### config.mk
export PLATFORM = sky130hd
export DESIGN_NAME = linebuffer_scanout
export DESIGN_NICKNAME = d
export VERILOG_FILES = /design/src/rtl/linebuffer_scanout.sv
export SDC_FILE = /design/constraint.sdc
export NUM_CORES = 1
export LEC_CHECK = 0
export ABC_CLOCK_PERIOD_IN_PS = 3600
export CAP_MARGIN = 30
export CORE_MARGIN = 3
export CORE_UTILIZATION = 40
export DETAILED_ROUTE_END_ITERATION = 6
export PLACE_DENSITY = 0.87
export SYNTH_ARGS = -nofsm -noshare
export SYNTH_HDL_FRONTEND = slang
export SYNTH_SLANG_ARGS = --single-unit
export TNS_END_PERCENT = 20
### constraint.sdc
create_clock -name clk -period 3.6 [get_ports clk]
set_input_delay 0.72 -clock clk [delete_from_list [all_inputs] [get_ports clk]]
set_output_delay 0.72 -clock clk [all_outputs]
set_load 0.01 [all_outputs]
### src/rtl/linebuffer_scanout.sv
// rtl/linebuffer_scanout.sv - display-side scanline bank reader with clear-behind and bank swap
module linebuffer_scanout #(
  parameter int          H_ACTIVE  = 640,
  parameter int          LINE_CLKS = 1600,
  parameter int          V_ACTIVE  = 480,
  parameter int          V_TOTAL   = 525,
  parameter logic [15:0] BG_COLOR  = 16'h0000
) (
  input  logic        clk,
  input  logic        reset,
  input  logic [10:0] hcount,
  input  logic [9:0]  vcount,
  output logic [9:0]  addr_pixel_disp,
  output logic [15:0] data_pixel_disp,
  output logic        wren_pixel_disp,
  input  logic [15:0] q_pixel_disp,
  output logic        switch,
  input  logic        draw_done,
  output logic        line_req,
  output logic [9:0]  draw_line,
  output logic        underrun,
  output logic [7:0]  vga_r,
  output logic [7:0]  vga_g,
  output logic [7:0]  vga_b
);

  typedef enum logic [1:0] {S_INIT0, S_INIT1, S_RUN} state_t;

  state_t      state_q, state_d;
  logic        switch_q, switch_d;
  logic        line_req_q, line_req_d;
  logic [9:0]  draw_line_q, draw_line_d;
  logic        underrun_q, underrun_d;
  logic [23:0] rgb_q, rgb_d;

  logic        line_end;
  logic        pix_ok;
  logic [10:0] next_line;

  assign line_end = (hcount == 11'(LINE_CLKS - 1));

  // Even clk reads pixel x, odd clk writes background behind it; held idle in reset.
  always_comb begin
    addr_pixel_disp = '0;
    wren_pixel_disp = 1'b0;
    data_pixel_disp = BG_COLOR;
    if (reset && (hcount < 11'(2 * H_ACTIVE))) begin
      addr_pixel_disp = hcount[10:1];
      wren_pixel_disp = hcount[0];
    end
  end

  // q holds pixel (hcount>>1)-1 on even clks; odd clks may see read-during-write data, so hold.
  assign pix_ok = (hcount >= 11'd2) && (hcount <= 11'(2 * H_ACTIVE)) &&
                  (vcount < 10'(V_ACTIVE));

  always_comb begin
    rgb_d = rgb_q;
    if (!hcount[0]) begin
      if (pix_ok) begin
        rgb_d = {q_pixel_disp[15:11], q_pixel_disp[15:13],
                 q_pixel_disp[10:5],  q_pixel_disp[10:9],
                 q_pixel_disp[4:0],   q_pixel_disp[4:2]};
      end else begin
        rgb_d = '0;
      end
    end
  end

  always_comb begin
    next_line = {1'b0, vcount} + 11'd2;
    if (next_line >= 11'(V_TOTAL)) begin
      next_line = next_line - 11'(V_TOTAL);
    end
  end

  always_comb begin
    state_d     = state_q;
    switch_d    = switch_q;
    line_req_d  = 1'b0;
    draw_line_d = draw_line_q;
    underrun_d  = 1'b0;
    if (line_end) begin
      case (state_q)
        S_INIT0: begin
          if (vcount == 10'(V_TOTAL - 3)) begin
            switch_d = ~switch_q;
            state_d  = S_INIT1;
          end
        end
        S_INIT1: begin
          switch_d    = ~switch_q;
          line_req_d  = 1'b1;
          draw_line_d = '0;
          state_d     = S_RUN;
        end
        S_RUN: begin
          if (draw_done) begin
            switch_d    = ~switch_q;
            line_req_d  = 1'b1;
            draw_line_d = next_line[9:0];
          end else begin
            underrun_d = 1'b1;
          end
        end
        default: state_d = S_INIT0;
      endcase
    end
  end

  always_ff @(posedge clk) begin
    if (!reset) begin
      state_q     <= S_INIT0;
      switch_q    <= 1'b0;
      line_req_q  <= 1'b0;
      draw_line_q <= '0;
      underrun_q  <= 1'b0;
      rgb_q       <= '0;
    end else begin
      state_q     <= state_d;
      switch_q    <= switch_d;
      line_req_q  <= line_req_d;
      draw_line_q <= draw_line_d;
      underrun_q  <= underrun_d;
      rgb_q       <= rgb_d;
    end
  end

  assign switch    = switch_q;
  assign line_req  = line_req_q;
  assign draw_line = draw_line_q;
  assign underrun  = underrun_q;
  assign vga_r     = rgb_q[23:16];
  assign vga_g     = rgb_q[15:8];
  assign vga_b     = rgb_q[7:0];

endmodule

==> summary.log <==
qor: cts.worst_setup_hold_path_clk_slew 60 ps
qor: global_routing.antenna_found_initial 0
qor: floorplanning.number_of_cell_rows 26
qor: cts.cts.sink_count 31
qor: routing.detail_route.vias_per_cell 5.31
qor: routing.drt-pass1-iter-count 4
qor: sta.report.final.setup_viol 0
qor: sta.max_slew.worst_pin.slew 787 ps
qor: logic_synthesis.yosys.area.top_type_share 0.276
qor: global_routing.grt_max_degree 25
qor: routing.remaining_drc_errors 0
qor: status.run_status finished clean
qor: sta.max_freq 325 MHz
qor: sta.final.setup_skew 6.77 ps
qor: layout.layoutNonFillerInstCount 417
qor: global_routing.globalRouteTotalUtil 0.183
qor: sta.hold-worst-slack 435 ps
qor: layout.layout_commonest_cell sky130_fd_sc_hd__clkdlybuf4s50_1
qor: place.gpl_wtd_cong 0.842
qor: hold_path.timing.hold.worst_endpoint draw_line[2]
qor: critical_path.worst-endpoint-arrival 3250 ps
qor: sta.period_utilization 0.854
qor: cts.clk_latency 280 ps
qor: global_routing.grt_first_pass_wirelength 9500 um
qor: routing.initialDrtViolationCount 125
qor: critical_path.worstReg2RegEnd draw_line[4]
qor: layout.finalCoreUtilization 0.598
qor: layout.most-common-layout-cells sky130_fd_sc_hd__clkdlybuf4s50_1 (87), sky130_fd_sc_hd__dfxtp_1 (31), sky130_fd_sc_hd__nor2b_1 (20)
qor: cts.clock-root-buffer sky130_fd_sc_hd__clkbuf_8
qor: critical_path.worst_setup_ep_type flop
qor: layout.antenna-diode-count 0
qor: cts.holdBufCountCts 0
qor: floorplanning.initial_utilization 0.427
qor: hold_path.hold_depth 2
qor: sta.finalMaxSlewViolations 0
qor: sta.finalCriticalPeriod 3070 ps
qor: floorplanning.ios 104
qor: routing.totalWireLength 6010 um
qor: cts.clock_path_buffers 2
qor: place.io_buffers 87
qor: critical_path.worst_path_most_repeated_cell sky130_fd_sc_hd__or4_1
qor: power.irDropWorstVdd 0.000138 V
qor: floorplanning.die_outline_height 81.0 um
qor: logic_synthesis.number_of_synthesized_flops_with_an_enable_pin 0
qor: global_routing.gr-total-overflow 0
qor: cts.postCtsResizedCells 0
qor: layout.count_of_nets_after_finishing 395
qor: power.total_leakage_power 1.23 nW
qor: sta.setup-tns-final 0 ps
qor: logic_synthesis.synthesis.area_per_instance 8.36 um2
qor: routing.antenna_violation_net_count_after_detailed_routing 0
qor: critical_path.worstPathCellList clkdlybuf4s50_1 > ha_1 > nand3_2 > or4_1 > o311ai_4 > a2111oi_2 > or4_1 > a21o_1
qor: logic_synthesis.post_synth_inst_count 269
qor: critical_path.critical_path_required 3780 ps
qor: floorplanning.placeableCoreArea 5270 um2
qor: critical_path.cp_max_fo 11
qor: cts.cts-buffers-inserted 5
qor: layout.area_delta_synth_final 40.1%
qor: critical_path.cpMaxStageDelayCell sky130_fd_sc_hd__or4_1
qor: floorplanning.floorplan.die_area 6560 um2
qor: floorplanning.dieWidth 81.0 um
qor: critical_path.critPathMaxStageDelay 630 ps
qor: logic_synthesis.mappedNetlistArea 2250 um2
qor: logic_synthesis.yosysTopAreaCell sky130_fd_sc_hd__dfxtp_1
qor: logic_synthesis.synth_flop_cell sky130_fd_sc_hd__dfxtp_1
qor: critical_path.r2r_setup_slack 1430 ps
qor: sta.timing.slew.headroom 0.469
qor: power.power_density 258 nW/um2
qor: sta.setup_repair_after_global_routing_missed_its_margin no
qor: power.design_power_total 0.812 mW
qor: cts.post_cts.repair.setup_buffers 0
qor: critical_path.path_class input pin to flop
qor: place.dp_hpwl 4690 um
qor: logic_synthesis.netlist_top_cells_area sky130_fd_sc_hd__dfxtp_1 (28%), sky130_fd_sc_hd__buf_4 (8.3%), sky130_fd_sc_hd__nor2b_1 (5.6%)
qor: critical_path.r2r_cells 7
qor: routing.route.vias.total 2215
qor: sta.final-hold-violation-count 0
qor: routing.post_drt_wl_per_cell 14.4 um
qor: critical_path.worst_setup_path_start_kind input pin
qor: logic_synthesis.synth_seq_cells 31
qor: layout.post_route_cells_drive_above_1_share 0.0865
qor: hold_path.worst_hold_startpoint draw_line[2]
qor: cts.clock_tree.htree_level_count 2
qor: job.maxCapViolCount 0
qor: logic_synthesis.share_of_synthesized_area_occupied_by_flip_flops_and_latches 0.276
qor: place.number_of_placed_instances_taps_included 410
qor: hold_path.timing.hold.worst.class flop to flop
qor: logic_synthesis.yosys_warnings 0
qor: logic_synthesis.ys_async_sr_fraction 0
qor: logic_synthesis.netlist-cell-type-count 54
qor: cts.tritoncts done
qor: critical_path.reg2reg_from state_q[0]
qor: global_routing.first_global_vias 2016
## flip-flops by register name, indices dropped and copies added (netlist names)
name	cells
switch	1
underrun	1
line_req	1
rgb_q	16
state_q	2
draw_line	10
## cell type report
| cell class | instances | area (um2) |
|---|---|---|
| Clock buffer | 6 | 82.6 |
| Clock inverter | 1 | 5.00 |
| Fill cell | 456 | 2120 |
| Inverter | 7 | 26.3 |
| Multi-Input combinational cell | 208 | 1410 |
| Sequential cell | 31 | 621 |
| Tap cell | 70 | 87.6 |
| Timing Repair Buffer | 94 | 923 |
## power breakdown
group | switching [mW] | leakage, nW | internal (mW)
Clock | 0.119 | 0.0470 | 0.150
Combinational | 0.0922 | 0.931 | 0.0996
Sequential | 0.00322 | 0.251 | 0.348
## per-stage QoR
step | setup WS (ps) | instance area [um2]
global placement | 323 | 3060
global route | 307 | 3150
finish | 525 | 3150
detailed placement | 274 | 3060
CTS | 525 | 3150
floorplan | 991 | 2300
## synth_stat cells, types with 3 or more instances
cell type	instances
sky130_fd_sc_hd__ha_1	8
sky130_fd_sc_hd__nand3_2	3
sky130_fd_sc_hd__o31ai_1	4
sky130_fd_sc_hd__buf_4	25
sky130_fd_sc_hd__nor3b_1	3
sky130_fd_sc_hd__and4_1	3
sky130_fd_sc_hd__a21oi_1	7
sky130_fd_sc_hd__inv_1	7
sky130_fd_sc_hd__nand3_1	5
sky130_fd_sc_hd__xor2_1	4
sky130_fd_sc_hd__xnor2_1	5
sky130_fd_sc_hd__nor2_1	8
sky130_fd_sc_hd__o21ai_0	4
sky130_fd_sc_hd__clkbuf_1	10
sky130_fd_sc_hd__nor2b_1	20
sky130_fd_sc_hd__and3_1	14
sky130_fd_sc_hd__dfxtp_1	31
sky130_fd_sc_hd__or2_2	4
sky130_fd_sc_hd__a22oi_1	16
sky130_fd_sc_hd__a211oi_1	6
sky130_fd_sc_hd__mux2i_1	3
sky130_fd_sc_hd__a2111oi_0	5
sky130_fd_sc_hd__nor3_1	15
sky130_fd_sc_hd__nand2b_1	6
sky130_fd_sc_hd__nand2_1	15
## how the worst max path moves through the flow
stage              start      endpoint  slack [ps]
6_report       vcount[1]  draw_line[4]         530
4_1_cts        vcount[1]  draw_line[4]         530
5_1_grt        vcount[1]  draw_line[6]         310
2_1_floorplan  vcount[1]  draw_line[4]         990
3_3_place_gp   vcount[1]  draw_line[4]         320
3_5_place_dp   vcount[1]  draw_line[4]         270
## logic make-up (layout without fill, tap and decap cells)
group                    after synthesis  count (layout)  synth area share
multiplexers                           3               3            0.0134
other                                  1              16           0.00167
AND/OR/NAND/NOR                      114             114             0.302
flip-flops                            31              31             0.276
XOR/XNOR                               9               9            0.0351
AO/OA/AOI/OAI                         58              58             0.203
buffers and inverters                 45             108             0.124
adder cells (fa/ha/maj)                8               8            0.0445
## worst max-delay path: cells and delay by family
family | cells | cell delay [ps]
fa+ha+maj | 1 | 210
buf+inv | 1 | 480
compound gates | 3 | 470
simple gates | 3 | 1360
## metal layers
metal | up-vias | global-route usage | routed length [um]
li1 | 1103 | - | -
met1 | 1002 | 0.222 | 2540
met2 | 102 | 0.311 | 2890
met3 | 8 | 0.0488 | 504
met4 | 0 | 0.0591 | 72
met5 | - | 0 | 0
Power figures use the tool's default switching activity.
